**config.mk**
```make
export PLATFORM = sky130hd
export DESIGN_NAME = mini_core_egress_buf_flat
export DESIGN_NICKNAME = d
export VERILOG_FILES = /design/src/rtl/mini_core_egress_buf_if.sv /design/src/rtl/mini_core_egress_buf.sv /design/src/flat_wrapper.sv
export SDC_FILE = /design/constraint.sdc
export NUM_CORES = 1
export LEC_CHECK = 0
export ABC_AREA = 1
export BUFFER_PORTS_ARGS = -buffer_cell sky130_fd_sc_hd__buf_2
export CAP_MARGIN = 0
export CORE_MARGIN = 2
export CORE_UTILIZATION = 25
export DETAILED_ROUTE_END_ITERATION = 7
export PLACE_DENSITY = 0.46
export SYNTH_ARGS = -nofsm -noshare
export SYNTH_HDL_FRONTEND = slang
export SYNTH_SLANG_ARGS = --single-unit
export TNS_END_PERCENT = 1
```
**constraint.sdc**
```tcl
create_clock -name Clock -period 5.1 [get_ports Clock]
set_clock_uncertainty 0.1 [all_clocks]
set_input_delay 0.51 -clock Clock [delete_from_list [all_inputs] [get_ports Clock]]
set_output_delay 0.51 -clock Clock [all_outputs]
set_load 0.005 [all_outputs]
```
**src/rtl/mini_core_egress_buf_if.sv**
```systemverilog
// Handshake bundle between the core's outbound port, the egress buffer and
// the 5-port tile fabric.
interface mini_core_egress_buf_if #(
  parameter int PKT_W = 64
);
  logic             InValidQ505H;
  logic [PKT_W-1:0] InPktQ505H;
  logic             InReadyQ505H;
  logic [4:0]       fab_ready;
  logic [PKT_W-1:0] OutPktQ506H;
  logic [4:0]       OutValidQ506H;

  modport master (
    output InValidQ505H, InPktQ505H, fab_ready,
    input  InReadyQ505H, OutPktQ506H, OutValidQ506H
  );

  modport slave (
    input  InValidQ505H, InPktQ505H, fab_ready,
    output InReadyQ505H, OutPktQ506H, OutValidQ506H
  );
endinterface

```
**src/rtl/mini_core_egress_buf.sv**
```systemverilog
// Egress FIFO between the core and the tile fabric: XY-routes the head packet
// and pops it when the selected port is ready; sticky flag on dropped packets.
module mini_core_egress_buf #(
  parameter int PKT_W    = 64,
  parameter int DEST_MSB = 63,
  parameter int DEPTH    = 4
) (
  input  logic                         Clock,
  input  logic                         Rst,
  input  logic [7:0]                   local_tile_id,
  mini_core_egress_buf_if.slave        bus,
  output logic                         Overflow,
  output logic [$clog2(DEPTH+1)-1:0]   Count
);
  localparam int AW = $clog2(DEPTH);
  localparam int CW = $clog2(DEPTH+1);
  localparam logic [CW-1:0] FULL = CW'(DEPTH);

  logic [PKT_W-1:0] mem [DEPTH];
  logic [AW-1:0]    wr_ptr;
  logic [AW-1:0]    rd_ptr;
  logic [CW-1:0]    count_q;
  logic             overflow_q;

  logic       ready;
  logic       push;
  logic       drop;
  logic       pop;
  logic [7:0] dest;
  logic [4:0] port_sel;
  logic [4:0] out_valid;

  // Ready comes from registered occupancy only, so a pop never frees a slot
  // for a push in the same cycle.
  assign ready = (count_q != FULL);
  assign push  = bus.InValidQ505H && ready;
  assign drop  = bus.InValidQ505H && !ready;

  assign dest = mem[rd_ptr][DEST_MSB -: 8];

  always_comb begin
    port_sel = 5'b10000;
    if (dest[7:4] > local_tile_id[7:4])      port_sel = 5'b00010;
    else if (dest[7:4] < local_tile_id[7:4]) port_sel = 5'b01000;
    else if (dest[3:0] > local_tile_id[3:0]) port_sel = 5'b00100;
    else if (dest[3:0] < local_tile_id[3:0]) port_sel = 5'b00001;
  end

  assign out_valid = (count_q != '0) ? port_sel : 5'b00000;
  assign pop       = |(out_valid & bus.fab_ready);

  always_ff @(posedge Clock) begin
    if (Rst) begin
      wr_ptr     <= '0;
      rd_ptr     <= '0;
      count_q    <= '0;
      overflow_q <= 1'b0;
    end else begin
      if (push) wr_ptr <= wr_ptr + AW'(1);
      if (pop)  rd_ptr <= rd_ptr + AW'(1);
      case ({push, pop})
        2'b10:   count_q <= count_q + CW'(1);
        2'b01:   count_q <= count_q - CW'(1);
        default: count_q <= count_q;
      endcase
      if (drop) overflow_q <= 1'b1;
    end
  end

  always_ff @(posedge Clock) begin
    if (push) mem[wr_ptr] <= bus.InPktQ505H;
  end

  assign bus.InReadyQ505H  = ready;
  assign bus.OutValidQ506H = out_valid;
  assign bus.OutPktQ506H   = mem[rd_ptr];
  assign Overflow          = overflow_q;
  assign Count             = count_q;
endmodule
```
**src/flat_wrapper.sv**
```systemverilog
// flat-port wrapper written by rule: the top's interface ports become plain ports
module mini_core_egress_buf_flat 
#(
  parameter int PKT_W    = 64,
  parameter int DEST_MSB = 63,
  parameter int DEPTH    = 4
)
  (Clock, Rst, local_tile_id, Overflow, Count, bus_InValidQ505H, bus_InPktQ505H, bus_fab_ready, bus_InReadyQ505H, bus_OutPktQ506H, bus_OutValidQ506H);
  mini_core_egress_buf_if #(.PKT_W(PKT_W)) bus_i ();
  input  logic Clock;
  input  logic Rst;
  input  logic [7:0] local_tile_id;
  output logic Overflow;
  output logic [$clog2(DEPTH+1)-1:0] Count;
  input wire logic [$bits(bus_i.InValidQ505H)-1:0] bus_InValidQ505H;
  input wire logic [$bits(bus_i.InPktQ505H)-1:0] bus_InPktQ505H;
  input wire logic [$bits(bus_i.fab_ready)-1:0] bus_fab_ready;
  output wire logic [$bits(bus_i.InReadyQ505H)-1:0] bus_InReadyQ505H;
  output wire logic [$bits(bus_i.OutPktQ506H)-1:0] bus_OutPktQ506H;
  output wire logic [$bits(bus_i.OutValidQ506H)-1:0] bus_OutValidQ506H;
  assign bus_i.InValidQ505H = bus_InValidQ505H;
  assign bus_i.InPktQ505H = bus_InPktQ505H;
  assign bus_i.fab_ready = bus_fab_ready;
  assign bus_InReadyQ505H = bus_i.InReadyQ505H;
  assign bus_OutPktQ506H = bus_i.OutPktQ506H;
  assign bus_OutValidQ506H = bus_i.OutValidQ506H;
  mini_core_egress_buf #(.PKT_W(PKT_W), .DEST_MSB(DEST_MSB), .DEPTH(DEPTH)) u_core (.Clock(Clock), .Rst(Rst), .local_tile_id(local_tile_id), .bus(bus_i), .Overflow(Overflow), .Count(Count));
endmodule
```
Word-level counts from Yosys, hierarchy flattened
Memory sizes are Yosys's and may differ from the RTL's. A register that Yosys moved wholly into a read port is not among the register bits.
Index checks and enable logic that the tools add are counted.
Word-level totals
  flip-flop bits (word level): 8
  RAM bits: 256
  memories: 1
  word-level logic and storage cells: 33
  output and inout port bits: 74
  input port bits: 80
Memories
  u_core.mem: words 4, bits a word 64, read ports 1, clocked after Yosys merged registers in 1, wr ports 1, line mini_core_egress_buf.sv:19  | logic [PKT_W-1:0] mem [DEPTH];
Cells by class
  add/sub/neg operators: 4
  reduce and logical (&&, ||, !) cells: 6
  muxes and demuxes: 10
  eq/ne operators: 3
  bitwise logic cells: 1
  magnitude comparators: 4
Operators by type and width (count)
  2-to-1 mux 5 bit: 5
  > comparator 4 bit: 2
  < comparator 4 bit: 2
  one-hot mux 3 bit (2 select lines): 1
  AND 5 bit: 1
  OR reduction 5 bit: 1
  adder 2 x 1 -> 2 bit (second input constant): 2
  2-to-1 mux 2 bit: 2
  adder 3 x 1 -> 3 bit (second input constant): 1
  inequality test 3 bit (second input constant): 1
  nonzero test 3 bit: 1
  subtractor 3 x 1 -> 3 bit (second input constant): 1
  equality test 2 x 1 -> 1 bit (second input constant): 1
  equality test 2 bit (second input constant): 1
  logical AND 1 bit: 2
  2-to-1 mux 1 bit: 2
  nonzero test 2 bit: 1
  zero test 1 bit: 1

Longest topological paths before layout
Gate-level depths: netlist of run 1.
  word-level depth: 10
  gate-level depth with buffers: 26
  depth with buffers taken out: 24

Worst setup path before layout of run 1
OpenSTA, ideal clock, no wires.
  path type: reg-to-reg
  from: register u_core.count_q[1] (netlist: u_core.Count[1])
  to: memory u_core.mem[0][0], enable pin
  path buffers: 0
  path slack: 1.094 ns
  period minus slack after synthesis: 4.006 ns
  arrival time: 3.419 ns
  cell stages (with the launch flop): 5
  setup time: 0.487 ns
  data required time: 4.513 ns
  path through: dfxtp_1 inv_2 nand3_1 nand2_1 nor2_1
Between the ends
  word-level cells in the longest chain between the ends: 4
Ends and longest elaborated chain
  start, declared: line mini_core_egress_buf.sv:22  | logic [CW-1:0] count_q;
  start signal, assigned: line mini_core_egress_buf.sv:62  | 2'b10: count_q <= count_q + CW'(1);
  start signal, assigned: line mini_core_egress_buf.sv:63  | 2'b01: count_q <= count_q - CW'(1);
  start signal, assigned: line mini_core_egress_buf.sv:64  | default: count_q <= count_q;
  inequality test 3 bit: line mini_core_egress_buf.sv:35  | assign ready = (count_q != FULL);
  named net bus_InReadyQ505H: line flat_wrapper.sv:18  | output wire logic [$bits(bus_i.InReadyQ505H)-1:0] bus_InReadyQ505H;
  logical AND 1 bit: line mini_core_egress_buf.sv:36  | assign push = bus.InValidQ505H && ready;
  2-to-1 mux 1 bit: line mini_core_egress_buf.sv:71  | if (push) mem[wr_ptr] <= bus.InPktQ505H;
  2-to-1 mux 1 bit (implied by the code): line mini_core_egress_buf.sv:71
  end, declared: line mini_core_egress_buf.sv:19
The timed path passes the listed nets, and every way through them passes these cells.

==> results by group, run 1 <==
Timing
  – Tmin final: about 3.6 ns
  – Hold Vio Cnt, Final: 0
  – Slew Limit Fails: 0
  – RSZ-0062 raised after global routing: false
  – Worst slew margin: 0.242
  – TNS Setup: 0 ns
  – Final setup viols: 0
  – Tightest Pin Transition: 1.14 ns
  – Final period util: 0.698
  – Fmax achieved: ~280 MHz
  – Final Worst Setup Slack: 1.54 ns

Critical path
  – Crit path DAT: between 3 and 4 ns
  – Reg2reg end: u_core.Count[2]$_SDFFE_PP0P_
  – CP startpoint kind: flop
  – R2R Setup Slk: around 1.5 ns
  – CP Buf/Inv Count: 3
  – Crit path to: u_core.Count[2]$_SDFFE_PP0P_
  – WS Path Type: reg -> reg
  – CP required: between 5 and 6 ns
  – Crit-path cells: buf_4, o21ai_0, o22ai_1, ha_1, nand2_1, nand2_1, nand2_2, nand2_2, nand2_1, nor2_2, nand2_1, nand2_1, nor2_2, inv_1, ha_1, inv_1, fa_1, a21oi_1, o21ai_0, o21ai_0, a21oi_1
  – Worst Path Max Fanout: 36
  – Crit path depth: 21
  – R2R cell count: 21
  – CP max stage cell: dfxtp_4
  – Worst stage delay on the critical path: 0.58 ns
  – Most used cell, CP: nand2_1
  – Crit end category: flop
  – Critical path's top delay family: compound AO/OA/AOI/OAI gates

Placed design
  – DP Wirelength: around 14000 microns
  – GP Congestion: 0.726
  – Place WS: 1.50 ns
  – Port Buffers: between 150 and 200

Routing
  – DRT iter0 DRCs: roughly 290
  – WL/cell: around 17 microns
  – Post-route ant nets: 0
  – Routed WL: between 20000 and 30000 microns
  – Vias: ~6400
  – # DRC: 0
  – Vias per std cell: ~4.4
  – Drt pass-1 iters: 4

Clocking
  – Clock transition at the registers of the reported paths: about 0.060 ns
  – H-Tree Depth: 1
  – Number of CTS-inserted buffers: 31
  – Post-CTS Setup Repair Bufs: 0
  – Clk sinks: ~270
  – Clock latency on the worst-skew pair: between 0.5 and 0.6 ns
  – CTS Root Cell: clkbuf_16
  – CTS tree: done
  – Post_cts resized: 0
  – Clk buf depth: 3

Logic synthesis
  – Top cell type's share of synthesized area: 0.748
  – Mapped Area: approximately 0.010 sq mm
  – Yosys warns: 0
  – Syn Inst Count: approximately 750
  – Post-synthesis sequential area ratio: 0.767
  – Synthesized area per cell: around 14 sq um
  – Synth top area cells: edfxtp_1 75%, nor2_1 5.0%, o21ai_0 4.9%, o22ai_1 3.8%, dfxtp_1 1.9%
  – Netlist cell types: 24
  – Seq cells post-synth: around 270
  – Syn Nets: approximately 840
  – Cell taking the most area after synthesis: edfxtp_1

Run
  – Max_cap viols: 0

Global route
  – Most congested layer reported by global routing: met2
  – First-pass GRT wire length: between 30000 and 40000 microns
  – Met3 Resource Use GR: 0.0265
  – Vias in the first global route: 6226
  – Met1 usage: 0.160
  – Gr ovfl total: 0
  – Largest net degree at the start of global routing: 97
  – Total global-route track usage: 0.119
  – Met2 track demand over resource: 0.195
  – Initial antenna violation count: 4

Finish
  – Share of layout cells above drive strength 1: 0.251
  – Final nets: ~1000
  – Commonest cells after routing, fill and taps aside: 256 x edfxtp_1, 153 x buf_2, 133 x nor2_1, 101 x o21ai_0, 62 x o22ai_1
  – Area grow syn2layout: 23.4%
  – Commonest non-fill, non-tap cell in the layout: edfxtp_1

Die
  – Num rows: 74
  – IO Pins: approximately 150
  – Die Area: around 0.043 sq mm
  – Die Span Y: slightly above 200 microns
  – Die Wd: 207 microns
  – Core area: just over 0.04 sq mm
  – Initial Utilization: 0.252

Run status
  – Status: finished, final reports clean

Power and ir drop
  – Static Leakage: around 4.5 nW
  – PwrDens: about 500 mW/mm^2
  – Worst vdd ir: 0.000261 V

Hold path
  – Hold Path Class: in -> reg
==> area by class of cell <==
| class | instances | area, sq um |
|---|---|---|
| clock inverter | 17 | 175 |
| inverter | 38 | 145 |
| multi-input combinational | 403 | 2090 |
| timing repair buffer | 164 | 901 |
| fill | 4122 | 28100 |
| antenna | 2 | 5.00 |
| sequential | 266 | 7890 |
| clock buffer | 39 | 806 |
| tap | 532 | 666 |
==> cells in the mapped netlist, drive strengths merged <==
cell type / instances
clkbuf: 19
a21oi: 11
edfxtp: 256
nand2: 29
nand4: 2
buf: 23
nor2: 143
o21ai: 129
fa: 1
a32oi: 2
inv: 38
dfxtp: 10
nor3: 3
xor2: 1
o22ai: 62
nand3: 7
ha: 13
==> worst min path at each step <==
stage | slack, ns | startpoint | cells after the start | end
floorplan | 0.34 | u_core.Overflow$_SDFFE_PP0P_ | 2 | u_core.Overflow$_SDFFE_PP0P_
global placement | 0.33 | u_core.Overflow$_SDFFE_PP0P_ | 2 | u_core.Overflow$_SDFFE_PP0P_
detailed placement | 0.34 | u_core.Overflow$_SDFFE_PP0P_ | 2 | u_core.Overflow$_SDFFE_PP0P_
CTS | 0.02 | bus_InPktQ505H[31] | 1 | u_core.mem[3][31]$_DFFE_PP_
global route | 0.02 | bus_InPktQ505H[31] | 1 | u_core.mem[3][31]$_DFFE_PP_
finish | 0.06 | bus_InPktQ505H[1] | 1 | u_core.mem[2][1]$_DFFE_PP_
==> power by group <==
| group | internal, mW | switching [mW] |
|---|---|---|
| clock | 1.27 | 0.871 |
| combinational | 0.491 | 0.939 |
| sequential | 2.65 | 0.0721 |
| total | 4.41 | 1.88 |
==> per-stage QoR <==
| stage | hold slack, ns | power, mW | cell area, sq um | utilization | std cells |
|---|---|---|---|---|---|
| 3_3_place_gp | 0.332 | 4.25 | 11700 | 0.287 | 1402 |
| 5_1_grt | 0.0196 | 6.68 | 12700 | 0.311 | 1459 |
| 6_report | 0.0552 | 6.29 | 12700 | 0.311 | 1461 |
| 4_1_cts | 0.0166 | 6.43 | 12700 | 0.311 | 1459 |
| 3_5_place_dp | 0.344 | 4.25 | 11700 | 0.287 | 1402 |
| 2_1_floorplan | 0.341 | 3.61 | 10300 | - | 749 |
==> what timing repair did <==
action | 4_1_cts | 5_1_grt
hold endpoints to repair | 2 | 0
setup endpoints to repair | 0 | 0
hold buffers | 1 | 0
==> flip-flops by register name, summed over array words and instances, names as in the netlist, named ones only <==
name / count
u_core.mem: 256
u_core.Count: 3
u_core.rd_ptr: 2
u_core.wr_ptr: 2
u_core.Overflow: 1
==> logic make-up after synthesis <==
group                    Yosys count  synth area share
flip-flops                       266             0.767
AND/OR/NAND/NOR                  184            0.0740
AO/OA/AOI/OAI                    204             0.108
XOR/XNOR                           1          0.000852
buffers and inverters             80            0.0323
adder cells (fa/ha/maj)           14            0.0178
==> routing by layer <==
layer,share of wire,vias up
met5,0.00051,-
met1,0.46,3141
li1,-,3076
met2,0.46,136
met4,0.024,2
met3,0.053,42
No activity file was read; power rests on OpenSTA's default activity.
==> run 2: changes to the inputs <==
PLACE_DENSITY = 0.48   (was 0.46)
clock period = 3.1 ns   (was 5.1 ns; I/O delays follow)
==> run 2 against run 1 <==
- sequential cell count unchanged
- clock-buffer cell count up 1
- largest cell class unchanged
- utilization up 2.6 points
- non-clock buffer count up 89
- combinational power up 97%
- via count up 5.0%
- sequential power up 64%
- first-iteration DRC count up 19%
==> results by group, run 2 (synthesized netlist as in run 1, its figures left out) <==
Critical path
  – CP required: 3.45 ns (-2.00 ns)
  – R2R Setup Slk: 0.009 ns (-1.53 ns)
  – Critical path's top delay family: simple AND/OR/NAND/NOR gates
  – R2R cell count: 21 (unchanged)
  – CP Buf/Inv Count: 3 (unchanged)
  – Worst stage delay on the critical path: 0.41 ns (-0.17 ns)
  – Crit-path cells: buf_12, nor2_2, o22ai_2, ha_1, nand2_1, nand2_1, nand2_2, nand2_4, nand3_4, nor2_4, nand2_2, nand2_2, nor2_4, inv_2, ha_4, inv_2, fa_2, a21oi_2, o21ai_2, o21ai_1, a21oi_1
  – Crit end category: flop
  – CP startpoint kind: flop
  – WS Path Type: reg -> reg
  – CP max stage cell: dfxtp_4
  – Worst Path Max Fanout: 7 (-81%)
  – Reg2reg end: u_core.Count[2]$_SDFFE_PP0P_
  – Crit path DAT: 3.44 ns (-0.47 ns)
  – Most used cell, CP: nand2_2

Power and ir drop
  – Static Leakage: 4.94 nW (+9.5%)
  – Clock network fraction of total power: 0.316 (-0.024)
  – Switching power: 3.19 mW (+69%)
  – Worst vdd ir: 0.000459 V (+76%)
  – PwrDens: 774 mW/mm^2 (+56%)
  – Sequential share of power: 0.421 (-0.012)
  – Sw frac: 0.299 (about the same)
  – Int Pwr: 7.47 mW (+69%)
  – Comb pwr share: 0.264 (+0.037)

Finish
  – Fin cells: 1547 (+5.9%)
  – Max FFs per register: 256 (unchanged)
  – Area grow syn2layout: 33.8%
  – Share of layout cells above drive strength 1: 0.297 (+0.0452)
  – Final nets: 1087 (+8.9%)
  – Fillers: 4062 (-1.5%)
  – Antenna Cells: 0 (-2)
  – Commonest cells after routing, fill and taps aside: 256 x edfxtp_1, 153 x buf_2, 129 x nor2_1, 94 x o21ai_0, 66 x dlygate4sd3_1
  – Reg with most FFs: u_core.mem
  – Commonest non-fill, non-tap cell in the layout: edfxtp_1

Die
  – IO Pins: 154 (unchanged)
  – Core area: 0.0407 sq mm (unchanged)
  – Initial Utilization: 0.252 (unchanged)
  – Die Span Y: 207 microns (unchanged)
  – Die Wd: 207 microns (unchanged)
  – Num rows: 74 (unchanged)
  – Die Area: 0.0427 sq mm (unchanged)

Timing
  – Fmax achieved: 323 MHz (+15%)
  – Final period util: 0.997 (+0.300)
  – RSZ-0062 raised after global routing: true
  – Hold Vio Cnt, Final: 0 (unchanged)
  – Final setup viols: 0 (unchanged)
  – Slew Limit Fails: 0 (unchanged)
  – Tmin final: 3.09 ns (-0.466 ns)
  – Hold WS: 0.194 ns (+0.138 ns)
  – TNS Setup: 0 ns (unchanged)
  – Tightest Pin Transition: 0.724 ns (-0.412 ns)
  – Worst slew margin: 0.517 (+0.275)

Routing
  – Vias per std cell: 4.34 (-0.82%)
  – DRT iter0 DRCs: 346 (+19%)
  – Drt pass-1 iters: 4 (unchanged)
  – # DRC: 0 (unchanged)
  – Routed WL: 25200 microns (-1.4%)
  – WL/cell: 16.3 microns (-6.9%)
  – Post-route ant nets: 0 (unchanged)
  – Vias: 6718 (+5.0%)

Placed design
  – DP Wirelength: 13700 microns (-4.1%)
  – Cells after DPL: 1418 (+1.1%)
  – GP Congestion: 0.774 (+6.7%)
  – Port Buffers: 153 (unchanged)

Clocking
  – Number of CTS-inserted buffers: 30 (-3.2%)
  – CTS Root Cell: clkbuf_16
  – Clock transition at the registers of the reported paths: 0.06 ns (about the same)
  – Clk sinks: 266 (unchanged)
  – CTS tree: done
  – Clk buf depth: 3 (unchanged)
  – H-Tree Depth: 1 (unchanged)
  – Clock latency on the worst-skew pair: 0.56 ns (about the same)

Hold path
  – Hold Path Class: in -> reg
  – Hold Path Stages: 7 (+6)
  – Hold wc startpoint: bus_fab_ready[4]

Global route
  – Largest net degree at the start of global routing: 67 (-31%)
  – Initial antenna violation count: 0 (-4)
  – Gr ovfl total: 0 (unchanged)
  – First-pass GRT wire length: 37300 microns (-2.8%)
  – Vias in the first global route: 6668 (+7.1%)
  – Total global-route track usage: 0.114 (-0.00532)

Run status
  – Status: finished, final reports clean

Run
  – Max_cap viols: 0 (unchanged)
run 2: cell count changes in the layout (fill, tap and decap cells not counted), sizes merged:
| cell | before | now |
|---|---|---|
| dlygate4sd3 | 1 | 66 |
| buf | 163 | 186 |
| clkbuf | 39 | 41 |
| diode | 2 | 0 |
| bufinv | 3 | 2 |
| clkinvlp | 4 | 3 |
run 2: area by class of cell:
class	count	area (sq um)	share of cell area
multi-input combinational	403	2330	0.170
inverter	38	153	0.0111
timing repair inverter	1	6.26	0.000455
clock inverter	14	125	0.00910
tap	532	666	0.0484
timing repair buffer	253	1770	0.129
clock buffer	40	810	0.0589
sequential	266	7890	0.574
run 2: layer usage:
layer,up-vias,routed length (microns),global-route usage,part of all wire
li1,3244,-,-,-
met1,3300,11000,0.142,0.44
met2,138,12300,0.197,0.49
met3,36,1360,0.0253,0.054
met4,0,528,0.0347,0.021
met5,-,0,0,0
run 2: power by group through the flow:
stage	Clock (mW)	Sequential, mW	Combinational, mW
after floorplan	0	4.55	1.39
after global placement	0	4.54	2.50
after detailed placement	0	4.54	2.51
after CTS	3.49	4.47	2.60
after global routing	3.63	4.51	3.15
final	3.36	4.48	2.81
run 2: through the flow:
stage          worst slack [ns]  utilization  power (mW)  cell area (sq um)
5_1_grt                  -0.233        0.338        11.3              13800
4_1_cts                 0.00497        0.329        10.6              13400
3_3_place_gp             0.0477        0.290        7.04              11800
3_5_place_dp            -0.0474        0.290        7.05              11800
6_report                0.00863        0.338        10.7              13800
2_1_floorplan            -0.906            -        5.93              10300
run 2: worst max-delay path by stage:
| stage | startpoint | to | cells after the start |
|---|---|---|---|
| finish | flop | u_core.Count[2]$_SDFFE_PP0P_ | 21 |
| global route | flop | u_core.Count[2]$_SDFFE_PP0P_ | 23 |
| CTS | flop | u_core.Count[2]$_SDFFE_PP0P_ | 22 |
| detailed placement | flop | u_core.Count[2]$_SDFFE_PP0P_ | 23 |
| global placement | flop | u_core.Count[2]$_SDFFE_PP0P_ | 23 |
| floorplan | u_core.Count[1]$_SDFFE_PP0P_ | u_core.mem[0][0]$_DFFE_PP_ | 4 |
run 2: worst reg2reg max path: stages, from the launching register on:
cell	delay [ns]
dfxtp_4	0.41
buf_12	0.16
nor2_2	0.13
o22ai_2	0.10
ha_1	0.30
nand2_1	0.05
nand2_1	0.08
nand2_2	0.07
nand2_4	0.10
nand3_4	0.13
nor2_4	0.15
nand2_2	0.06
nand2_2	0.08
nor2_4	0.05
inv_2	0.06
ha_4	0.13
inv_2	0.04
fa_2	0.37
a21oi_2	0.14
o21ai_2	0.07
o21ai_1	0.14
a21oi_1	0.06
run 2: what timing repair did:
action / in CTS / in global routing
pin swaps: 3 / 33
cloned: 0 / 2
hold buffers: 66 / 0
setup endpoints to repair: 1 / 2
hold endpoints to repair: 258 / 0
resized for setup: 4 / 66
buffers inserted: 0 / 7
